`src/rtl/rst_seq_pkg.sv`:
```
// rtl/rst_seq_pkg.sv - shared state encoding and width helper for the reset sequencer
//
// Contents:
//   seq_state_e : 3-bit sequencer state encoding (RESET..ERROR)
//   idx_w()     : width of a domain index, never less than 1 bit
package rst_seq_pkg;

    typedef enum logic [2:0] {
        S_RESET    = 3'd0,
        S_HOLD     = 3'd1,
        S_WAIT_ACK = 3'd2,
        S_GAP      = 3'd3,
        S_READY    = 3'd4,
        S_ERROR    = 3'd5
    } seq_state_e;

    function automatic int idx_w(input int num_domains);
        return (num_domains > 2) ? $clog2(num_domains) : 1;
    endfunction

endpackage

```
`src/rtl/rst_seq_ctrl_sync.sv`:
```
// rtl/rst_seq_ctrl_sync.sv - reset synchronizer with async assert and sync de-assert
//
// Ports:
//   clk      : clock the release is synchronized to
//   rst_n    : raw asynchronous active-low reset
//   rst_sync : synchronized reset-release level (1 = released)
module rst_sync #(
    parameter int SYNC_STAGES = 2
) (
    input  logic clk,
    input  logic rst_n,
    output logic rst_sync
);

    logic [SYNC_STAGES-1:0] sync_q;

    // A 1 is shifted in after release; assertion clears the whole chain at once.
    always_ff @(posedge clk or negedge rst_n) begin
        if (!rst_n) begin
            sync_q <= '0;
        end else begin
            sync_q <= {sync_q[SYNC_STAGES-2:0], 1'b1};
        end
    end

    assign rst_sync = sync_q[SYNC_STAGES-1];

endmodule

```
`src/rtl/rst_seq_ctrl.sv`:
```
// rtl/rst_seq_ctrl.sv - ordered reset release of NUM_DOMAINS domains with ack timeout
//
// Ports:
//   sys_clk     : single clock, rising edge
//   sys_resetn  : raw asynchronous active-low reset
//   sw_rst_req  : one-cycle request for a full re-sequence (ignored in RESET)
//   dom_ack     : per-domain init-done level
//   dom_resetn  : per-domain active-low reset, released in ascending order
//   sys_ready   : all domains released and acknowledged
//   timeout_err : sticky ack-timeout flag
//   err_domain  : index of the domain that timed out
//   seq_state   : current sequencer state
module rst_seq_ctrl
    import rst_seq_pkg::*;
#(
    parameter int SYNC_STAGES = 2,
    parameter int NUM_DOMAINS = 3,
    parameter int HOLD_CYCLES = 16,
    parameter int STEP_CYCLES = 8,
    parameter int ACK_TIMEOUT = 255,
    parameter int CNT_W       = 8,
    parameter int IDX_W       = idx_w(NUM_DOMAINS)
) (
    input  logic                   sys_clk,
    input  logic                   sys_resetn,
    input  logic                   sw_rst_req,
    input  logic [NUM_DOMAINS-1:0] dom_ack,
    output logic [NUM_DOMAINS-1:0] dom_resetn,
    output logic                   sys_ready,
    output logic                   timeout_err,
    output logic [IDX_W-1:0]       err_domain,
    output logic [2:0]             seq_state
);

    localparam logic [CNT_W-1:0] HOLD_LAST = CNT_W'(HOLD_CYCLES - 1);
    localparam logic [CNT_W-1:0] STEP_LAST = CNT_W'(STEP_CYCLES - 1);
    localparam logic [CNT_W-1:0] ACK_LAST  = CNT_W'(ACK_TIMEOUT - 1);
    localparam logic [IDX_W-1:0] IDX_LAST  = IDX_W'(NUM_DOMAINS - 1);

    logic             rst_sync_q;
    seq_state_e       state;
    logic [CNT_W-1:0] cnt;
    logic [IDX_W-1:0] idx;
    logic [IDX_W-1:0] idx_next;

    assign idx_next  = idx + 1'b1;
    assign seq_state = state;

    rst_sync #(
        .SYNC_STAGES (SYNC_STAGES)
    ) u_rst_sync (
        .clk      (sys_clk),
        .rst_n    (sys_resetn),
        .rst_sync (rst_sync_q)
    );

    // One counter serves HOLD, GAP and WAIT_ACK; every state change clears it
    // so each phase counts from 0 on its entry edge.
    always_ff @(posedge sys_clk or negedge sys_resetn) begin
        if (!sys_resetn) begin
            state       <= S_RESET;
            cnt         <= '0;
            idx         <= '0;
            dom_resetn  <= '0;
            sys_ready   <= 1'b0;
            timeout_err <= 1'b0;
            err_domain  <= '0;
        end else if (sw_rst_req && state != S_RESET) begin
            state       <= S_HOLD;
            cnt         <= '0;
            idx         <= '0;
            dom_resetn  <= '0;
            sys_ready   <= 1'b0;
            timeout_err <= 1'b0;
            err_domain  <= '0;
        end else begin
            case (state)
                S_RESET: begin
                    if (rst_sync_q) begin
                        state <= S_HOLD;
                        cnt   <= '0;
                        idx   <= '0;
                    end
                end
                S_HOLD: begin
                    if (cnt == HOLD_LAST) begin
                        state           <= S_WAIT_ACK;
                        cnt             <= '0;
                        dom_resetn[idx] <= 1'b1;
                    end else begin
                        cnt <= cnt + 1'b1;
                    end
                end
                S_WAIT_ACK: begin
                    // Ack is checked first so it wins over a same-edge timeout.
                    if (dom_ack[idx]) begin
                        cnt <= '0;
                        if (idx == IDX_LAST) begin
                            state     <= S_READY;
                            sys_ready <= 1'b1;
                        end else begin
                            state <= S_GAP;
                        end
                    end else if (cnt == ACK_LAST) begin
                        state       <= S_ERROR;
                        cnt         <= '0;
                        dom_resetn  <= '0;
                        sys_ready   <= 1'b0;
                        timeout_err <= 1'b1;
                        err_domain  <= idx;
                    end else begin
                        cnt <= cnt + 1'b1;
                    end
                end
                S_GAP: begin
                    if (cnt == STEP_LAST) begin
                        state                <= S_WAIT_ACK;
                        cnt                  <= '0;
                        idx                  <= idx_next;
                        dom_resetn[idx_next] <= 1'b1;
                    end else begin
                        cnt <= cnt + 1'b1;
                    end
                end
                S_READY: begin
                    // Terminal until sw_rst_req or async reset; acks are ignored.
                end
                S_ERROR: begin
                    // Terminal until sw_rst_req or async reset.
                end
                default: begin
                    state <= S_RESET;
                    cnt   <= '0;
                end
            endcase
        end
    end

endmodule

```
`config.mk`:
```
export PLATFORM = sky130hd
export DESIGN_NAME = rst_seq_ctrl
export DESIGN_NICKNAME = d
export VERILOG_FILES = /design/src/rtl/rst_seq_pkg.sv /design/src/rtl/rst_seq_ctrl_sync.sv /design/src/rtl/rst_seq_ctrl.sv
export SDC_FILE = /design/constraint.sdc
export NUM_CORES = 1
export LEC_CHECK = 0
export BUFFER_PORTS_ARGS = -buffer_cell sky130_fd_sc_hd__buf_2
export CAP_MARGIN = 20
export CORE_MARGIN = 1
export CORE_UTILIZATION = 25
export DETAILED_ROUTE_END_ITERATION = 8
export PLACE_DENSITY = 0.45
export SYNTH_ARGS = -nofsm -noshare
export SYNTH_HDL_FRONTEND = slang
export SYNTH_SLANG_ARGS = --single-unit
```
`constraint.sdc`:
```
create_clock -name sys_clk -period 2.5 [get_ports sys_clk]
set_clock_uncertainty 0.05 [all_clocks]
set_input_delay 0.5 -clock sys_clk [delete_from_list [all_inputs] [get_ports sys_clk]]
set_output_delay 0.5 -clock sys_clk [all_outputs]
set_load 0.01 [all_outputs]
```
==> results_dict.tcl <==
set metrics [dict create \
    status "complete, no violations" \
    wl_per_cell_um 12.91 \
    ys_ff_latch 22 \
    ys_types 43 \
    avgSynthCellArea_um2 9.488 \
    multi_input_area_um2 713.2 \
    fill_cells 552 \
    hpwlAfterDp_um 2150 \
    grt-ovfl-total 0 \
    critPathArrivalTime_ns 2.19 \
    async_reset_ff_share_pct 100.0 \
    drt_iter0_drc 83 \
    ant_nets 0 \
    synth_ff_type "dfrtp_1" \
    clock-sinks 22 \
    leakage_nw 0.7052 \
    synth_nets 153 \
    grt_pass1_vias 1056 \
    tns_ns 0 \
    rows 26 \
    hold_viol 0 \
    dr_wl_met3_um 133 \
    syn_to_final_growth_pct 16.98 \
    clk_pin_slew_ns 0.09 \
    fin_cells 225 \
    top_layer "met4" \
    clk-insertion-delay-late_ns 0.27 \
    seq_area_frac_synth_pct 41.75 \
    grt_first_pass_wirelength_um 4961 \
    root_buffer "clkbuf_8" \
    postSynthCellCount 139 \
    drive_gt1_share_pct 16.13 \
    io_pins 16 \
    netlist_area_um2 1319 \
    drtPass1Iterations 4 \
    drc 0 \
    antenna_found_initial 0 \
    crit_fanout 10 \
    synth_edf_count 0 \
    cap_violations 0 \
    pwr_density_cell_nw_per_um2 544.6 \
    maxSlewHeadroom_pct 62.07 \
    rr_startpoint "seq_state[1]$_DFFE_PN0P_" \
    die_x_um 74.63 \
    startpoint_type "register" \
    final-setup-viol-count 0 \
    rsz0062_at_grt "no" \
    crit_path_end_kind "register" \
    power.total_mw 0.8402 \
    nets 170 \
    cts_resized 0 \
    place_inst 221 \
    ir_drop_uv 268.4 \
    route.met2.wl_um 1347 \
    die_h_um 74.63 \
    cts_tree "built" \
    port_buffers 15 \
    grtUsageTotal_pct 11.94 \
    htreeDepth 1 \
    wl_met1_um 1401 \
    final_core_util_pct 30.21 \
    ys.warnings.count 0 \
    antennaDiodeCount 0 \
    grt_start_max_net_pins 23 \
    register_area_um2 550.5 \
    core_area_um2 5107 \
    via_count 1066 \
    ctsLongestPathBuffers 2 \
    fin_crit_sh_pct 82.34 \
    cts_buffers 3 \
    start_util_pct 25.82 \
    worstPathRequired_ns 2.63 \
    place_congestion 0.8203 \
    cts_hold_buf 0 \
    avgViaCountPerCell 4.738 \
    period_minus_slack_ns 2.059 \
    wl_um 2904 \
    min_path_type "input pin to asynchronous set/reset pin" \
    maxSlewViolCount 0 \
    critPathKind "register to register" \
    crit_start "seq_state[1]$_DFFE_PN0P_" \
    dieArea_um2 5570 \
    post_cts_buffers 0 \
    worstMarginPinSlew_ns 0.5689 \
    fmax_ghz 0.4858 \
]
-- synthesized netlist by cell type, types with 3 or more instances --
cell type | instances | area [um^2]
nor3_1 | 7 | 35.03
nand2b_1 | 4 | 25.02
mux2i_1 | 5 | 50.05
dfrtp_1 | 22 | 550.5
a21oi_1 | 8 | 40.04
nand3_1 | 8 | 40.04
nor2_1 | 10 | 37.54
nand2_1 | 10 | 37.54
inv_1 | 8 | 30.03
ha_1 | 8 | 100.1
o21ai_0 | 9 | 45.04
or3_1 | 3 | 18.77
-- cells in the final DEF, fill, tap and decap left out, drive strengths merged, types with 2 or more instances in the layout --
| master | count |
|---|---|
| dfrtp | 22 |
| nand2b | 4 |
| buf | 17 |
| nand3 | 8 |
| or3 | 3 |
| o21ai | 9 |
| o32a | 2 |
| ha | 8 |
| and4 | 2 |
| nor3 | 8 |
| nand2 | 10 |
| nor2b | 2 |
| o31ai | 2 |
| a21oi | 8 |
| nor2 | 10 |
| inv | 8 |
| clkbuf | 3 |
| mux2i | 5 |
| a211o | 2 |
-- state kept, by name, summed over array words and instances, names as in the netlist --
signal / flops
cnt: 8
dom_resetn: 3
err_domain: 2
idx: 2
seq_state: 3
sys_ready: 1
timeout_err: 1
u_rst_sync.sync_q: 2
-- power breakdown --
group | internal, mW | switching, mW
clock | 0.214 | 0.123
combinational | 0.0401 | 0.0641
sequential | 0.378 | 0.0217
-- worst max-delay path, stage by stage, from the launching register on --
cell and delay (ns):
dfrtp_1 0.53, or3b_1 0.43, or2_1 0.27, nor3_1 0.38, nor3_1 0.11, nor3_1 0.20
-- logic make-up (layout without fill, tap and decap cells) --
logic type,after synthesis,in the layout,synth area share [%]
AOI/OAI and AO/OA,31,31,16.60
xor gates and xnor gates,2,2,1.329
adders and majority gates,8,8,7.590
buffers and inverters,13,29,4.175
DFF,22,22,41.75
muxes,5,5,3.795
other,1,1,0.2844
and+or+nand+nor,57,57,24.48
-- worst paths after layout --
check                                            endpoint  slack, ns  depth (start not counted)
setup / recovery                       cnt[2]$_DFFE_PN0P_       0.44                          5
hold / removal                  dom_resetn[0]$_DFFE_PN0P_       0.14                          1
setup reg to reg                       cnt[2]$_DFFE_PN0P_       0.44                          5
hold reg to reg            u_rst_sync.sync_q[1]$_DFF_PN0_       0.31                          0
max in group asynchronous              cnt[5]$_DFFE_PN0P_       1.91                          1
min in group sys_clk       u_rst_sync.sync_q[1]$_DFF_PN0_       0.31                          0
-- stage by stage --
| stage | hold WS, ns | worst slack [ns] | instance area, um^2 |
|---|---|---|---|
| floorplan | 0.1544 | 0.5994 | 1319 |
| global placement | 0.2843 | 0.4645 | 1471 |
| detailed placement | 0.2949 | 0.4686 | 1471 |
| CTS | 0.1575 | 0.4390 | 1543 |
| global route | 0.1743 | 0.2775 | 1543 |
| finish | 0.1398 | 0.4415 | 1543 |
-- per-layer routing --
| layer | vias to the layer above | GRT usage, % |
|---|---|---|
| met4 | 0 | 3.774 |
| li1 | 531 | - |
| met3 | 2 | 2.811 |
| met2 | 26 | 20.22 |
| met5 | - | 0 |
| met1 | 507 | 15.06 |
-- final cells by class --
| cell class | count | area share (%) |
|---|---|---|
| Clock inverter | 1 | 1.946 |
| Inverter | 8 | 1.946 |
| Timing Repair Buffer | 17 | 5.839 |
| Sequential cell | 22 | 35.69 |
| Clock buffer | 3 | 2.676 |
| Multi-Input combinational cell | 104 | 46.23 |
| Tap cell | 70 | 5.677 |
Note: power is estimated with default switching activity, not from simulation.
